<file path="config.mk">
export PLATFORM = sky130hd
export DESIGN_NAME = usr_serializer_ctrl
export DESIGN_NICKNAME = d
export VERILOG_FILES = /design/src/rtl/usr_serializer_ctrl.sv
export SDC_FILE = /design/constraint.sdc
export NUM_CORES = 1
export LEC_CHECK = 0
export ABC_CLOCK_PERIOD_IN_PS = 2000
export BUFFER_PORTS_ARGS = -buffer_cell sky130_fd_sc_hd__buf_2
export CAP_MARGIN = 5
export CORE_AREA = 2 2 39 41
export DETAILED_ROUTE_END_ITERATION = 10
export DIE_AREA = 0 0 41 43
export HOLD_SLACK_MARGIN = 0.12
export PLACE_DENSITY_LB_ADDON = 0.12
export SKIP_LAST_GASP = 1
export SYNTH_ARGS = -nofsm -noshare
export SYNTH_HDL_FRONTEND = slang
export SYNTH_SLANG_ARGS = --single-unit
</file>
<file path="constraint.sdc">
create_clock -name clk -period 2 [get_ports clk]
set_input_delay 0.4 -clock clk [delete_from_list [all_inputs] [get_ports clk]]
set_output_delay 0.4 -clock clk [all_outputs]
set_load 0.02 [all_outputs]
</file>
<file path="src/rtl/usr_serializer_ctrl.sv">
// Sequencer that drives a universal shift register to serialize one parallel word per handshake.
// Optional MSB-first direction per word: define USR_CTRL_MSB_FIRST_EN.
module usr_serializer_ctrl #(
    parameter int WIDTH = 4,
    parameter int CW    = $clog2(WIDTH)
) (
    input  logic             clk,
    input  logic             rst,
    input  logic             s_valid,
    output logic             s_ready,
    input  logic [WIDTH-1:0] s_data,
`ifdef USR_CTRL_MSB_FIRST_EN
    input  logic             s_msb_first,
`endif
    output logic [1:0]       usr_mode,
    output logic [WIDTH-1:0] usr_in,
    input  logic [WIDTH-1:0] usr_out,
    output logic             ser_out,
    output logic             ser_valid,
    input  logic             ser_ready,
    output logic             busy,
    output logic             done
);

    typedef enum logic [1:0] {
        ST_IDLE  = 2'd0,
        ST_LOAD  = 2'd1,
        ST_SHIFT = 2'd2,
        ST_DONE  = 2'd3
    } state_t;

    state_t           state_q, state_d;
    logic [CW-1:0]    cnt_q, cnt_d;
    logic [WIDTH-1:0] usr_in_q, usr_in_d;
    logic             dir_q, dir_d;
    logic             msb_sel;
    logic [CW-1:0]    bit_idx;

`ifdef USR_CTRL_MSB_FIRST_EN
    assign msb_sel = s_msb_first;
`else
    assign msb_sel = 1'b0;
`endif

    // Tap position of the outgoing bit: top of the register for MSB-first, bottom otherwise.
    assign bit_idx = dir_q ? CW'(WIDTH - 1) : '0;
    assign usr_in  = usr_in_q;

    always_ff @(posedge clk or negedge rst) begin
        if (!rst) begin
            state_q  <= ST_IDLE;
            cnt_q    <= '0;
            usr_in_q <= '0;
            dir_q    <= 1'b0;
        end else begin
            state_q  <= state_d;
            cnt_q    <= cnt_d;
            usr_in_q <= usr_in_d;
            dir_q    <= dir_d;
        end
    end

    always_comb begin
        state_d   = state_q;
        cnt_d     = cnt_q;
        usr_in_d  = usr_in_q;
        dir_d     = dir_q;
        s_ready   = 1'b0;
        usr_mode  = 2'b00;
        ser_out   = 1'b0;
        ser_valid = 1'b0;
        busy      = 1'b1;
        done      = 1'b0;
        case (state_q)
            ST_IDLE: begin
                s_ready = 1'b1;
                busy    = 1'b0;
                if (s_valid) begin
                    usr_in_d = s_data;
                    dir_d    = msb_sel;
                    state_d  = ST_LOAD;
                end
            end
            ST_LOAD: begin
                usr_mode = 2'b11;
                cnt_d    = '0;
                state_d  = ST_SHIFT;
            end
            ST_SHIFT: begin
                ser_valid = 1'b1;
                ser_out   = usr_out[bit_idx];
                if (ser_ready) begin
                    usr_mode = dir_q ? 2'b10 : 2'b01;
                    // Counter stops at the last bit rather than wrapping.
                    if (cnt_q == CW'(WIDTH - 1)) begin
                        state_d = ST_DONE;
                    end else begin
                        cnt_d = cnt_q + CW'(1);
                    end
                end
            end
            ST_DONE: begin
                done    = 1'b1;
                state_d = ST_IDLE;
            end
            default: state_d = ST_IDLE;
        endcase
    end

endmodule

</file>
# [Yosys cells after proc, flatten, opt, wreduce, memory -nomap -nowiden]
# Index checks and enable logic that the tools add are counted.
[op_classes] mux=14 reduce_logical=5 eq_ne=8 add_sub_neg=1
[ops] cell="two-way mux 2 bit" n=5
[ops] cell="!= test 2 bit (second input constant)" n=4
[ops] cell="case mux 2 bit (2 select lines)" n=2
[ops] cell="case mux 2 bit (4 select lines)" n=1
[ops] cell="== test 2 bit (second input constant)" n=3
[ops] cell="two-way mux 1 bit" n=6
[ops] cell="AND reduction 3 bit" n=2
[ops] cell="adder 2 x 1 -> 2 bit (second input constant)" n=1
[ops] cell="== test 2 x 1 -> 1 bit (second input constant)" n=1
[ops] cell="logical NOT 2 bit" n=1
[ops] cell="AND reduction 2 bit" n=1
[ops] cell="nonzero test 2 bit" n=1
[totals] regBits=8 out_inout_bits=11 in_bits=12

# [Logic depth before layout (Yosys ltp)]
[logic_depth] depth_word=4 mapped_depth=5

# [Worst setup path before layout]
# No wires, ideal clock.
[synth_path] path_kind="reg-to-reg" startpoint="register state_q[0]" endpoint="register state_q[1]" n_path_buf=0 path_stages_with_launch=5 t_required_ns=1.875 setup_time_ns=0.125 setup_slack_ns=0.447 synth_period_minus_slack_ns=1.553 t_arrival_ns=1.428 path_cell_list="dfrtp_1 > inv_1 > ha_1 > a221oi_4 > mux2_4"
[synth_via] elab_chain_cells=3
[synth_lines] item="start: declaration" line_no="32" rtl="state_t state_q, state_d;"
[synth_lines] item="start signal: assignment" line_no="56" rtl="state_q <= state_d;"
[synth_lines] item="== test 2 bit or logical NOT 2 bit (tied branches)" line_no="74" rtl="case (state_q)"
[synth_lines] item="!= test 2 bit (no line)"
[synth_lines] item="AND reduction 3 bit (no line)"
# Parallel ways exist; a longest one is shown, timed or not.
# A chain may end at the register's enable or synchronous reset.

# [Worst setup path in the final report]
[layout_path] startpoint="register state_q[0]" endpoint="output usr_mode[0]"
[layout_via] elab_chain_cells=2
[layout_lines] item="== test 2 bit or == test 2 x 1 -> 1 bit (tied branches)" line_no="74"
[layout_lines] item="case mux 2 bit (2 select lines) *" line_no="74"
[layout_lines] item="end: declaration" line_no="15" rtl="output logic [1:0] usr_mode,"
# Every way passes the cells marked *; elsewhere a longest branch is shown, timed or not.

==> reports/qor.yml <==
drt:
  dr.first_iter.drc_count: 4
  wl_met1_um: 347
  ant_nets: 0
  via_count: 344
  wl_per_cell_um: 9.564
  met2WireLength_um: 350
  via_per_inst: 4.410
  maxUsedRoutingLayer: "met3"
  drc_errors: 0
  wl_met3_um: 49
  first_pass_iters: 3
  wl_um: 746
sta:
  max_freq_ghz: 0.5587
  finalSetupViolations: 0
  max_slew.worst_pin.slew_ns: 0.2377
  skew_ns: 0.004535
  maxSlewHeadroom: 0.8416
  fin_ws_ns: 0.2103
  slew_viol_final: 0
  rsz0062_at_grt: "false"
  min_period_ns: 1.790
  hold_violations: 0
  finalCritPeriodShare: 0.8949
  tns_ns: 0
final_layout:
  area_delta_synth_final_pct: 29.87
  multi_input_area_um2: 271.5
  antenna_cells: 0
  drive_gt1_frac: 0.5000
  nFillCells: 143
  nets: 83
  seq_area_um2: 200.2
  fin_area_um2: 641.9
die:
  die_area_mm2: 0.001763
  start_util: 0.3571
  io_pins: 23
  rows: 14
  die_h_um: 43
  die_w_um: 41
  coreArea_mm2: 0.001384
critical_path:
  crit_path_start_kind: "flip-flop"
  worstPathArrival_ns: 1.39
  cp-startpoint: "state_q[0]"
  r2r_cells: 5
  r2r-end: "state_q[1]"
  cp.required_ns: 1.60
  cp_max_fo: 5
  r2r_start: "state_q[0]"
  worstSetupEndpointType: "output port"
  reg2reg_slack_ns: 0.42
  crit_type: "flip-flop to output port"
global_route:
  grt_pass1_wl_um: 1248
  overflow: 0
  grt_pass1_vias: 312
  grt_use_total: 0.1096
  grt_max_degree: 9
  antenna_found_initial: 0
placement:
  dp_slack_ns: 0.4151
  globalplace.congestion: 0.6817
  port_buffers: 19
  place_area_um2: 609.3
status:
  run_status: "finished clean"
synthesis:
  synth-compound-area-share: 0.1114
  netlist_instances: 39
  synth_seq_cells: 8
  syn_area_per_cell_um2: 12.67
  ys_warn_count: 0
  synthAdderAreaFrac: 0.1772
  synth_top_family_by_area: "adder cells"
  synth_area_um2: 494.2
  syn-num-nets: 58
  synthXorXnorAreaFrac: 0
  synth_seq_area_share: 0.4051
  ys_types: 16
  muxShareOfSynthArea: 0.1646
  yosys.area_share.simple: 0.09620
min_path:
  hold_path.startpoint: "s_data[2]"
  hold_end: "usr_in[2]"
  whs_path_depth: 2
  hold_path_class: "primary input to flip-flop"
clock_network:
  cts_buffer_depth: 2
  cts_tree: "built"
  clkTransAtPathRegs_ns: 0.05
  cts_inserted_buffers: 3
  root_buffer: "clkbuf_4"
  cts_resized: 0
  htreeDepth: 1
  clk_latency_ns: 0.24
  clock_sinks: 8
pwr:
  p_leak_uw: 0.0003423
  ir_drop_v: 0.0006852
  power.density_mw_per_mm2: 1666
run:
  maxCapViolations: 0
[how the worst max path moves through the flow]
stage | end | slack, ns | cells past startpoint
after CTS | usr_mode[0] | 0.18 | 5
after global placement | state_q[1] | 0.38 | 5
after floorplan | state_q[1] | 0.45 | 4
after detailed placement | state_q[1] | 0.42 | 5
final | usr_mode[0] | 0.21 | 5
after global routing | usr_mode[0] | 0.1 | 5
[worst max-delay path, cell delays in order (launching register included)]
cell	delay, ns
dfrtp_1	0.43
inv_1	0.13
ha_1	0.24
a21oi_1	0.09
nor2b_1	0.10
buf_2	0.16
[synthesized netlist by cell type (all sizes together)]
cell type,n,area (µm²)
o32a,1,11.26
a21oi,1,5.000
nand2,2,7.510
dfrtp,8,200.2
a221oi,1,26.28
mux2,6,71.31
mux2i,1,10.01
and2,1,7.510
inv,6,22.52
ha,7,87.58
a31oi,1,12.51
nor2b,4,32.53
[layout make-up]
| type | instances | area share |
|---|---|---|
| clock buffer | 3 | 0.03509 |
| tap | 16 | 0.03119 |
| multi-input combinational | 25 | 0.4230 |
| sequential | 8 | 0.3119 |
| inverter | 6 | 0.03509 |
| timing repair buffer | 20 | 0.1637 |
[repair_timing]
action	4_1_cts	5_1_grt
hold endpoints to repair	8	0
hold buffers	1	0
setup buffers	0	0
[where the power goes]
part | internal [µW] | switching, µW
logic | 308 | 355
clock network | 68.1 | 46.7
registers | 238 | 52.8
total | 615 | 455
[layout by cell type (no fill, tap or decap), types with 2 or more instances in the layout]
cell / count
dfrtp_1: 8
nand2_1: 2
ha_1: 7
clkbuf_4: 3
nor2b_1: 3
mux2_1: 3
inv_1: 5
buf_2: 19
mux2_2: 2
[per-layer routing]
metal | global-route usage | up-vias
li1 | - | 182
met1 | 0.1333 | 153
met2 | 0.1469 | 9
met3 | 0.07853 | 0
met4 | 0.04000 | 0
met5 | 0 | -
[sequential cells by signal (all words and copies together) (netlist names)]
name	cells
usr_in	4
state_q	2
cnt_q	2
[cells by family (layout without fill, tap and decap cells)]
family                   count (synthesis)  in the layout
AO/OA/AOI/OAI                            4              4
adder cells (fa/ha/maj)                  7              7
buffers and inverters                    6             29
AND/OR/NAND/NOR                          7              7
flip-flops                               8              8
multiplexers                             7              7
[metrics by stage]
stage / hold slack [ns] / total power, µW / cells / util
2_1_floorplan: 0.1044 / 806.2 / 39 / -
3_3_place_gp: 0.2526 / 971.9 / 74 / 0.4403
3_5_place_dp: 0.2537 / 968.2 / 74 / 0.4403
4_1_cts: 0.3602 / 1091 / 78 / 0.4638
5_1_grt: 0.3644 / 1168 / 78 / 0.4638
6_report: 0.3652 / 1069 / 78 / 0.4638
Note: power is estimated with default switching activity, not from simulation.
